[config.mk]
export PLATFORM = sky130hd
export DESIGN_NAME = enemy_wave_control
export DESIGN_NICKNAME = d
export VERILOG_FILES = /design/src/rtl/vector_pkg.sv /design/src/rtl/enemy_slot.sv /design/src/rtl/enemy_wave_control.sv
export SDC_FILE = /design/constraint.sdc
export NUM_CORES = 1
export LEC_CHECK = 0
export CAP_MARGIN = 15
export CORE_AREA = 2 2 147 149
export CTS_BUF_LIST = sky130_fd_sc_hd__clkbuf_4 sky130_fd_sc_hd__clkbuf_8
export CTS_CLUSTER_SIZE = 12
export DETAILED_ROUTE_END_ITERATION = 16
export DIE_AREA = 0 0 149 151
export PLACE_DENSITY_LB_ADDON = 0.05
export RECOVER_POWER = 100
export SLEW_MARGIN = 20
export SYNTH_ARGS = -nofsm -noshare
export SYNTH_HDL_FRONTEND = slang
export SYNTH_HIERARCHICAL = 1
export SYNTH_SLANG_ARGS = --single-unit
[constraint.sdc]
create_clock -name clk -period 5.2 [get_ports clk]
set_input_delay 1.04 -clock clk [delete_from_list [all_inputs] [get_ports clk]]
set_output_delay 1.04 -clock clk [all_outputs]
set_load 0.005 [all_outputs]
[src/rtl/vector_pkg.sv]
// Shared constants for the vector display datapath and enemy slot state.
//   DAC_WIDTH - coordinate width driven to the vector DACs
//   X_BASE1   - x coordinate of the player base
//   Y_BASE1   - y coordinate of the player base
//   enemy_state_t - per-slot lifecycle state
package vector_pkg;

   localparam int unsigned DAC_WIDTH = 8;
   localparam int unsigned X_BASE1   = 200;
   localparam int unsigned Y_BASE1   = 100;

   typedef enum logic {
      IDLE   = 1'b0,
      FLYING = 1'b1
   } enemy_state_t;

endpackage

[src/rtl/enemy_slot.sv]
// One enemy slot: lifecycle state plus x/y position.
//   clk, rst      - clock, asynchronous active-low reset
//   spawn_en      - start flying from (0, spawn_y); only asserted while IDLE
//   spawn_y       - start y for a spawn
//   speed_pulse   - movement tick
//   hit           - kill request, ignored while IDLE
//   pos           - {x, y} of this slot
//   alive         - slot is FLYING
//   arrived       - combinational: this tick retires the slot at the base
module enemy_slot
   import vector_pkg::*;
#(
   parameter int unsigned         OUT_WIDTH = DAC_WIDTH,
   parameter int unsigned         STEP      = 1,
   parameter logic [OUT_WIDTH-1:0] TARGET_X = OUT_WIDTH'(X_BASE1),
   parameter logic [OUT_WIDTH-1:0] TARGET_Y = OUT_WIDTH'(Y_BASE1)
) (
   input  logic                   clk,
   input  logic                   rst,
   input  logic                   spawn_en,
   input  logic [OUT_WIDTH-1:0]   spawn_y,
   input  logic                   speed_pulse,
   input  logic                   hit,
   output logic [2*OUT_WIDTH-1:0] pos,
   output logic                   alive,
   output logic                   arrived
);

   localparam logic [OUT_WIDTH-1:0] STEP_C = OUT_WIDTH'(STEP);

   enemy_state_t         state_q;
   logic [OUT_WIDTH-1:0] x_q, y_q;
   logic                 at_target;

   // Moves cur toward tgt by at most STEP; the final step is clamped so the
   // coordinate lands exactly on the target instead of overshooting or wrapping.
   function automatic logic [OUT_WIDTH-1:0] step_toward(
      input logic [OUT_WIDTH-1:0] cur,
      input logic [OUT_WIDTH-1:0] tgt
   );
      logic [OUT_WIDTH-1:0] gap;
      logic [OUT_WIDTH-1:0] res;
      gap = '0;
      res = cur;
      if (cur < tgt) begin
         gap = tgt - cur;
         res = (gap > STEP_C) ? cur + STEP_C : tgt;
      end else if (cur > tgt) begin
         gap = cur - tgt;
         res = (gap > STEP_C) ? cur - STEP_C : tgt;
      end
      return res;
   endfunction

   assign at_target = (x_q == TARGET_X) && (y_q == TARGET_Y);
   assign alive     = (state_q == FLYING);
   // A kill in the same cycle takes precedence and suppresses the arrival.
   assign arrived   = alive && speed_pulse && at_target && !hit;
   assign pos       = {x_q, y_q};

   always_ff @(posedge clk or negedge rst) begin
      if (!rst) begin
         state_q <= IDLE;
         x_q     <= '0;
         y_q     <= '0;
      end else begin
         case (state_q)
            IDLE: begin
               if (spawn_en) begin
                  state_q <= FLYING;
                  x_q     <= '0;
                  y_q     <= spawn_y;
               end
            end
            FLYING: begin
               if (hit) begin
                  state_q <= IDLE;           // coordinates held on kill
               end else if (speed_pulse) begin
                  if (at_target) begin
                     state_q <= IDLE;
                  end else begin
                     x_q <= step_toward(x_q, TARGET_X);
                     y_q <= step_toward(y_q, TARGET_Y);
                  end
               end
            end
            default: state_q <= IDLE;
         endcase
      end
   end

endmodule

[src/rtl/enemy_wave_control.sv]
// Multi-slot enemy controller between the timer cluster and the vector mux.
//   clk, rst          - clock, asynchronous active-low reset
//   spawn_pulse/_y    - request one spawn at (0, spawn_y)
//   speed_pulse       - movement tick for every FLYING slot
//   hit[N]            - per-slot kill request
//   rd_idx            - read port index; rd_x/rd_y/rd_alive reflect that slot
//   alive[N]          - FLYING mask
//   spawn, spawn_drop - registered accept / reject pulse for a spawn request
//   base_hit          - registered pulse: one or more enemies reached the base
//   kills             - saturating count of accepted hits
module enemy_wave_control
   import vector_pkg::*;
#(
   parameter int unsigned OUT_WIDTH  = DAC_WIDTH,
   parameter int unsigned N_ENEMIES  = 4,
   parameter int unsigned STEP       = 1,
   parameter int unsigned TARGET_X   = X_BASE1,
   parameter int unsigned TARGET_Y   = Y_BASE1,
   parameter int unsigned KILL_CNT_W = 8,
   localparam int unsigned IDX_W     = (N_ENEMIES > 1) ? $clog2(N_ENEMIES) : 1
) (
   input  logic                  clk,
   input  logic                  rst,
   input  logic                  spawn_pulse,
   input  logic [OUT_WIDTH-1:0]  spawn_y,
   input  logic                  speed_pulse,
   input  logic [N_ENEMIES-1:0]  hit,
   input  logic [IDX_W-1:0]      rd_idx,
   output logic [OUT_WIDTH-1:0]  rd_x,
   output logic [OUT_WIDTH-1:0]  rd_y,
   output logic                  rd_alive,
   output logic [N_ENEMIES-1:0]  alive,
   output logic                  spawn,
   output logic                  spawn_drop,
   output logic                  base_hit,
   output logic [KILL_CNT_W-1:0] kills
);

   localparam int unsigned SUM_W = KILL_CNT_W + 6;

   logic [N_ENEMIES-1:0] grant_d;
   logic                 any_free_d;
   logic [N_ENEMIES-1:0] arrived;
   logic [OUT_WIDTH-1:0] x_arr [N_ENEMIES];
   logic [OUT_WIDTH-1:0] y_arr [N_ENEMIES];
   logic [SUM_W-1:0]     kill_sum_d;
   logic [KILL_CNT_W-1:0] kills_d;

   logic                  spawn_q, drop_q, base_hit_q;
   logic [KILL_CNT_W-1:0] kills_q;

   // Lowest-index slot that is IDLE at the start of the cycle. A slot killed
   // or arriving this cycle still reads alive here, so it is not reused until
   // the next cycle.
   always_comb begin
      grant_d    = '0;
      any_free_d = 1'b0;
      for (int unsigned i = 0; i < N_ENEMIES; i++) begin
         if (!alive[i] && !any_free_d) begin
            grant_d[i] = 1'b1;
            any_free_d = 1'b1;
         end
      end
   end

   for (genvar g = 0; g < N_ENEMIES; g++) begin : g_slot
      logic [2*OUT_WIDTH-1:0] pos;
      enemy_slot #(
         .OUT_WIDTH (OUT_WIDTH),
         .STEP      (STEP),
         .TARGET_X  (OUT_WIDTH'(TARGET_X)),
         .TARGET_Y  (OUT_WIDTH'(TARGET_Y))
      ) u_slot (
         .clk         (clk),
         .rst         (rst),
         .spawn_en    (spawn_pulse && grant_d[g]),
         .spawn_y     (spawn_y),
         .speed_pulse (speed_pulse),
         .hit         (hit[g]),
         .pos         (pos),
         .alive       (alive[g]),
         .arrived     (arrived[g])
      );
      assign x_arr[g] = pos[2*OUT_WIDTH-1:OUT_WIDTH];
      assign y_arr[g] = pos[OUT_WIDTH-1:0];
   end

   always_comb begin
      kill_sum_d = SUM_W'(kills_q);
      for (int unsigned i = 0; i < N_ENEMIES; i++) begin
         kill_sum_d = kill_sum_d + SUM_W'(hit[i] & alive[i]);
      end
      kills_d = (kill_sum_d > SUM_W'({KILL_CNT_W{1'b1}})) ? '1 : kill_sum_d[KILL_CNT_W-1:0];
   end

   always_comb begin
      rd_x     = '0;
      rd_y     = '0;
      rd_alive = 1'b0;
      for (int unsigned i = 0; i < N_ENEMIES; i++) begin
         if (rd_idx == IDX_W'(i)) begin
            rd_x     = x_arr[i];
            rd_y     = y_arr[i];
            rd_alive = alive[i];
         end
      end
   end

   always_ff @(posedge clk or negedge rst) begin
      if (!rst) begin
         spawn_q    <= 1'b0;
         drop_q     <= 1'b0;
         base_hit_q <= 1'b0;
         kills_q    <= '0;
      end else begin
         spawn_q    <= spawn_pulse && any_free_d;
         drop_q     <= spawn_pulse && !any_free_d;
         base_hit_q <= |arrived;
         kills_q    <= kills_d;
      end
   end

   assign spawn      = spawn_q;
   assign spawn_drop = drop_q;
   assign base_hit   = base_hit_q;
   assign kills      = kills_q;

endmodule

; ---- Word level (Yosys, flattened, before mapping)
; Cells that the tools add are included.
[totals]
regBits = 79
latchBits = 0
ramBits = 0
rom_bits = 0
inputBits = 18
wordCells = 285
memories = 0
[classes]
n_addsub = 36
mul = 0
div = 0
n_lt_le_gt_ge = 33
n_eq_ne = 35
shift = 0
n_mux = 112
n_bitwise = 8
n_reduce_logical = 45
[ops]
columns = operator, n
row1 = $mux 8, 73
row2 = $gt 8x1->1 const B, 16
row3 = $pmux 8 s2, 8
row4 = $add 8x1->8 const B, 8
row5 = $sub 8x1->8 const B, 8
row6 = $reduce_and 5->1, 8
row7 = $eq 8x7->1 const B, 4
row8 = $eq 8x8->1 const B, 4
row9 = $gt 8x7->1 const B, 4
row10 = $gt 8x8->1 const B, 4
row11 = $lt 8x7->1 const B, 4
row12 = $lt 8x8->1 const B, 4
row13 = $sub 7x8->8 const A, 4
row14 = $sub 8x7->8 const B, 4
row15 = $sub 8x8->8 const A, 4
row16 = $sub 8x8->8 const B, 4
row17 = $mux 1, 27
row18 = $logic_and 1x1->1, 25
row19 = $ne 2x2->1 const B, 12
row20 = $ne 3x3->1 const B, 8
row21 = $add 11x1->12, 1
row22 = $gt 12x8->1 const B, 1
row23 = $add 10x1->11, 1
row24 = $add 9x1->10, 1
row25 = other kinds (10), 32

; ---- Longest topological paths before layout
[logic_depth]
word_depth = 12
depth_mapped = 9
mapped_depth_nobuf = 8

; ---- By module
; Netlist, hierarchy kept.
[modules_own_cells]
columns = module, n_inst, cells_per_inst, area_each_um2, seq_area_each_um2
row1 = enemy_slot, 4, 213, 1804.2, 425.4
row2 = enemy_wave_control, 1, 82, 1016.0, 275.3

; ---- Worst setup path before layout
; OpenSTA, ideal clock, no wires.
[synth_timing]
path_type = in2reg
start = in hit[0]
end = reg kills_q[6] (netlist: kills[6])
t_arrival_ns = 2.934
setup_slack_ns = 2.121
cell_stages = 8
n_path_buf = 0
path_cell_list = nand2_1 > fa_1 > inv_1 > fa_1 > fa_1 > and3_1 > a31oi_1 > a41oi_1
[synth_via]
elab_chain_len = 7
[synth_rtl]
columns = item, line_no
row1 = "start, declared", enemy_wave_control.sv:27  ; input logic [N_ENEMIES-1:0] hit,
row2 = $and 1x1->1 *, enemy_wave_control.sv:91  ; kill_sum_d = kill_sum_d + SUM_W'(hit[i] & alive[i]);
row3 = $add 8x1->9 *, enemy_wave_control.sv:91
row4 = $add 9x1->10 *, enemy_wave_control.sv:91
row5 = $add 10x1->11 *, enemy_wave_control.sv:91
row6 = $add 11x1->12 *, enemy_wave_control.sv:91
row7 = $gt 12x8->1, enemy_wave_control.sv:93  ; kills_d = (kill_sum_d > SUM_W'({KILL_CNT_W{1'b1}})) ? '1 : kill_sum_d[KILL_CNT_W-1:0];
row8 = $mux 8 *, enemy_wave_control.sv:93
row9 = via kills_d[6], enemy_wave_control.sv:47  ; logic [KILL_CNT_W-1:0] kills_d;
row10 = "end signal, assigned", enemy_wave_control.sv:119  ; kills_q <= kills_d;
row11 = "end, declared", enemy_wave_control.sv:50  ; logic [KILL_CNT_W-1:0] kills_q;
; Mark *: on every way through the listed nets, which the timed path passes. The rest lies on a longest branch.
; A chain may end at the register's enable or synchronous reset.

; ---- Worst setup path in the final report
[layout_timing]
start = in rd_idx[1]
end = out rd_y[0]
[layout_via]
elab_chain_len = 5
elab_cells_between_ends = 8
cone_classes = eq/ne: 3 / mux: 4 / reduce/logical: 1
[layout_rtl]
columns = item, line_no
row1 = "start, declared", enemy_wave_control.sv:28  ; input logic [IDX_W-1:0] rd_idx,
row2 = $logic_not 2->1, enemy_wave_control.sv:101  ; if (rd_idx == IDX_W'(i)) begin
row3 = $mux 8 (3 in series), enemy_wave_control.sv:101
row4 = $mux 8 *, enemy_wave_control.sv:101
row5 = "end, declared", enemy_wave_control.sv:30  ; output logic [OUT_WIDTH-1:0] rd_y,
; Every way passes the cells marked *; elsewhere a longest branch is shown, timed or not.

==> impl_metrics.ini <==
[status]
outcome = complete, but fails checks
violations = capacitance limit, slew limit

[timing]
fin_worst_skew_ns = 0.0192
finalHoldViolCount = 0
drv_slew = 38
tightest_slew_ns = 2.26
rsz0062_at_grt = no
fmax_ghz = 0.233
period_minus_slack_ns = 4.29
setup_viol = 0
maxSlewHeadroom_pct = -50.4
finalSetupTns_ns = 0
period_share_pct = 82.4

[power_and_ir_drop]
p_per_area_nw_per_um2 = 430
swShare_pct = 47.6
total_power_mw = 3.80
leakage_nw = 3.52
clockPowerShare_pct = 15.5
vdd_drop_max_v = 0.000267
p_sw_mw = 1.81
p_comb_share_pct = 49.5
sequentialPowerShare_pct = 35.0
p_int_mw = 1.99

[clocking]
cts_tree = yes
cts-root-buf = clkbuf_8
cts_resized = 0
clk_pin_slew_ns = 0.08
post-cts-setup-buffers = 0
cts_buffers = 9
cts.path.max_buffers = 2
hold_buffers = 0
cts.sinks = 79
clock_latency_ns = 0.38
htreeDepth = 3

[floorplanning]
die_h_um = 151
die_area_um2 = 22500
boundaryPins = 50
core_um2 = 20800
fp.dieW_um = 149
rows = 53
start_util_pct = 39.5

[synthesis]
synth_top_family_by_area = compound AO/OA/AOI/OAI gates
yosys-top-cells-count = dfrtp_1 (79), nand2_1 (78), nor2_1 (68), ha_1 (57), o21ai_0 (56)
synth_top_flop_cell = dfrtp_1
synth.ff_latch_count = 79
syn-instance-count = 934
synth-compound-area-share_pct = 23.9
synthAdderAreaFrac_pct = 9.39
ys_warn_count = 6
syn_nets = 1012
yosys-top-cells-area = dfrtp_1 (24%), ha_1 (8.7%), mux4_2 (4.7%), buf_6 (3.6%), nand2_1 (3.6%)
ys_types = 68
synth_mux_area_share_pct = 5.82
synth_xor_area_share_pct = 5.15
syn_area_per_cell_um2 = 8.81
synthArstFlopShare_pct = 100
synth_edf_count = 0
synth_top_area_share_pct = 24.0
synth_most_common_cell = dfrtp_1
synth.largest_area_cell = dfrtp_1
synth_area_um2 = 8230
synthSimpleGateAreaFrac_pct = 23.7
synth-seq-area-share_pct = 24.0

[setup_path]
critPathMaxFanout = 10
end_kind = primary output
timing_worst_setup_path_type = in -> out
critPathLaunchType = primary input
required_ns = 4.16
rrSetupSlack_ns = 2.08
worstPathArrival_ns = 3.25

[placed_design]
dp_cells = 1203
dpl.hpwl_mm = 17.8
place_congestion = 0.830
portBuffers = 49
place_area_um2 = 8620

[route]
viasPerCell = 5.90
vias = 7198
postRouteAntennaNets = 0
wl_mm = 24.5
drt-pass1-iter-count = 5
dr.first_iter.drc_count = 653
route.detailed.drc = 0
routedWlPerCell_um = 20.1

[layout]
regArea_um2 = 1980
finish.instance_area_um2 = 8830
fillers = 2140
syn2layout_area_growth_pct = 7.22
multiInputGateArea_um2 = 5570
layout-drive-gt1-share_pct = 9.96
final_nets = 1017
num_antenna_cells = 0
final_cell_count_no_fill = 1219

[grt]
grt_pass1_vias = 6808
track_usage_pct = 22.4
antenna_found_initial = 0
grt_pass1_wl_mm = 39.2
grt-ovfl-total = 0
grt_max_degree = 44

[min_path]
hp-class = reg -> reg

[flow_run]
drv_cap = 1
-- path summary, 6_finish.rpt --
check | cells past startpoint | to | start
worst min register to register | 2 | kills[3]$_DFF_PN0_ | kills[3]$_DFF_PN0_
worst max register to register | 8 | g_slot[1].u_slot/x_q[5]$_DFFE_PN0P_ | g_slot[1].u_slot/alive$_DFF_PN0_
min in group asynchronous | 1 | g_slot[0].u_slot/y_q[4]$_DFFE_PN0P_ | rst
worst max-delay path | 4 | rd_y[0] | rd_idx[1]
max in group asynchronous | 2 | g_slot[2].u_slot/x_q[6]$_DFFE_PN0P_ | rst
worst min-delay path | 2 | kills[3]$_DFF_PN0_ | kills[3]$_DFF_PN0_
-- worst max-delay path: stages --
cell and delay, ns:
dlygate4sd3_1 0.87, clkbuf_1 0.38, mux4_2 0.35, dlygate4sd3_1 0.60
-- layout make-up --
cell class                 instances  area share [%]
multi-input combinational        746            63.1
sequential                        79            22.4
clock buffer                      10            1.56
inverter                          49            2.08
clock inverter                     6            1.22
timing repair buffer              54            5.75
tap                              275            3.90
-- routing by layer --
layer / GRT usage [%] / part of all wire [%] / vias to the layer above
met4: 4.33 / 1.1 / 0
li1: - / - / 3473
met2: 36.8 / 47 / 177
met3: 3.58 / 4.5 / 21
met1: 31.3 / 48 / 3527
met5: 0 / 0 / -
-- cell families (layout without fill, tap and decap cells) --
family	count (synthesis)	after routing
XOR/XNOR	45	45
adder cells (fa/ha/maj)	60	60
flip-flops	79	79
multiplexers	26	26
AO/OA/AOI/OAI	260	260
AND/OR/NAND/NOR	355	355
buffers and inverters	109	119
-- layout by cell type (no fill, tap or decap), types with 16 or more instances in the layout --
master / netlist / final
nor2b_1: 19 / 19
clkdlybuf4s50_1: 0 / 17
o21ai_0: 56 / 56
nor3_1: 21 / 21
nor4_1: 16 / 16
xor2_1: 16 / 16
nand2_1: 78 / 78
ha_1: 57 / 57
o31ai_1: 21 / 21
dlygate4sd3_1: 0 / 31
a21oi_1: 35 / 35
nor2_1: 68 / 68
mux4_2: 17 / 17
xnor2_1: 25 / 25
inv_1: 48 / 48
dfrtp_1: 79 / 79
nand3_1: 39 / 39
-- stage by stage --
step                      util, %  hold WS [ns]  setup slack (ns)
after floorplan                 -         0.536              2.12
after global placement       41.4         0.559              1.22
after detailed placement     41.4         0.566              1.23
after CTS                    42.6         0.583              1.23
after global routing         42.4         0.595             0.780
final                        42.4         0.576             0.915
-- power by group through the flow --
stage	Clock, mW	Combinational [mW]	Sequential [mW]
2_1_floorplan	0	1.74	0.976
3_3_place_gp	0	1.91	1.35
3_5_place_dp	0	1.91	1.34
4_1_cts	0.607	1.92	1.33
5_1_grt	0.628	2.08	1.38
6_report	0.588	1.88	1.33
-- state kept, by name, summed over array words and instances, names as in the netlist --
signal               flops
spawn                    1
kills                    8
base_hit                 1
g_slot.u_slot/x_q       32
g_slot.u_slot/alive      4
g_slot.u_slot/y_q       32
spawn_drop               1
No activity file was read; power rests on OpenSTA's default activity.
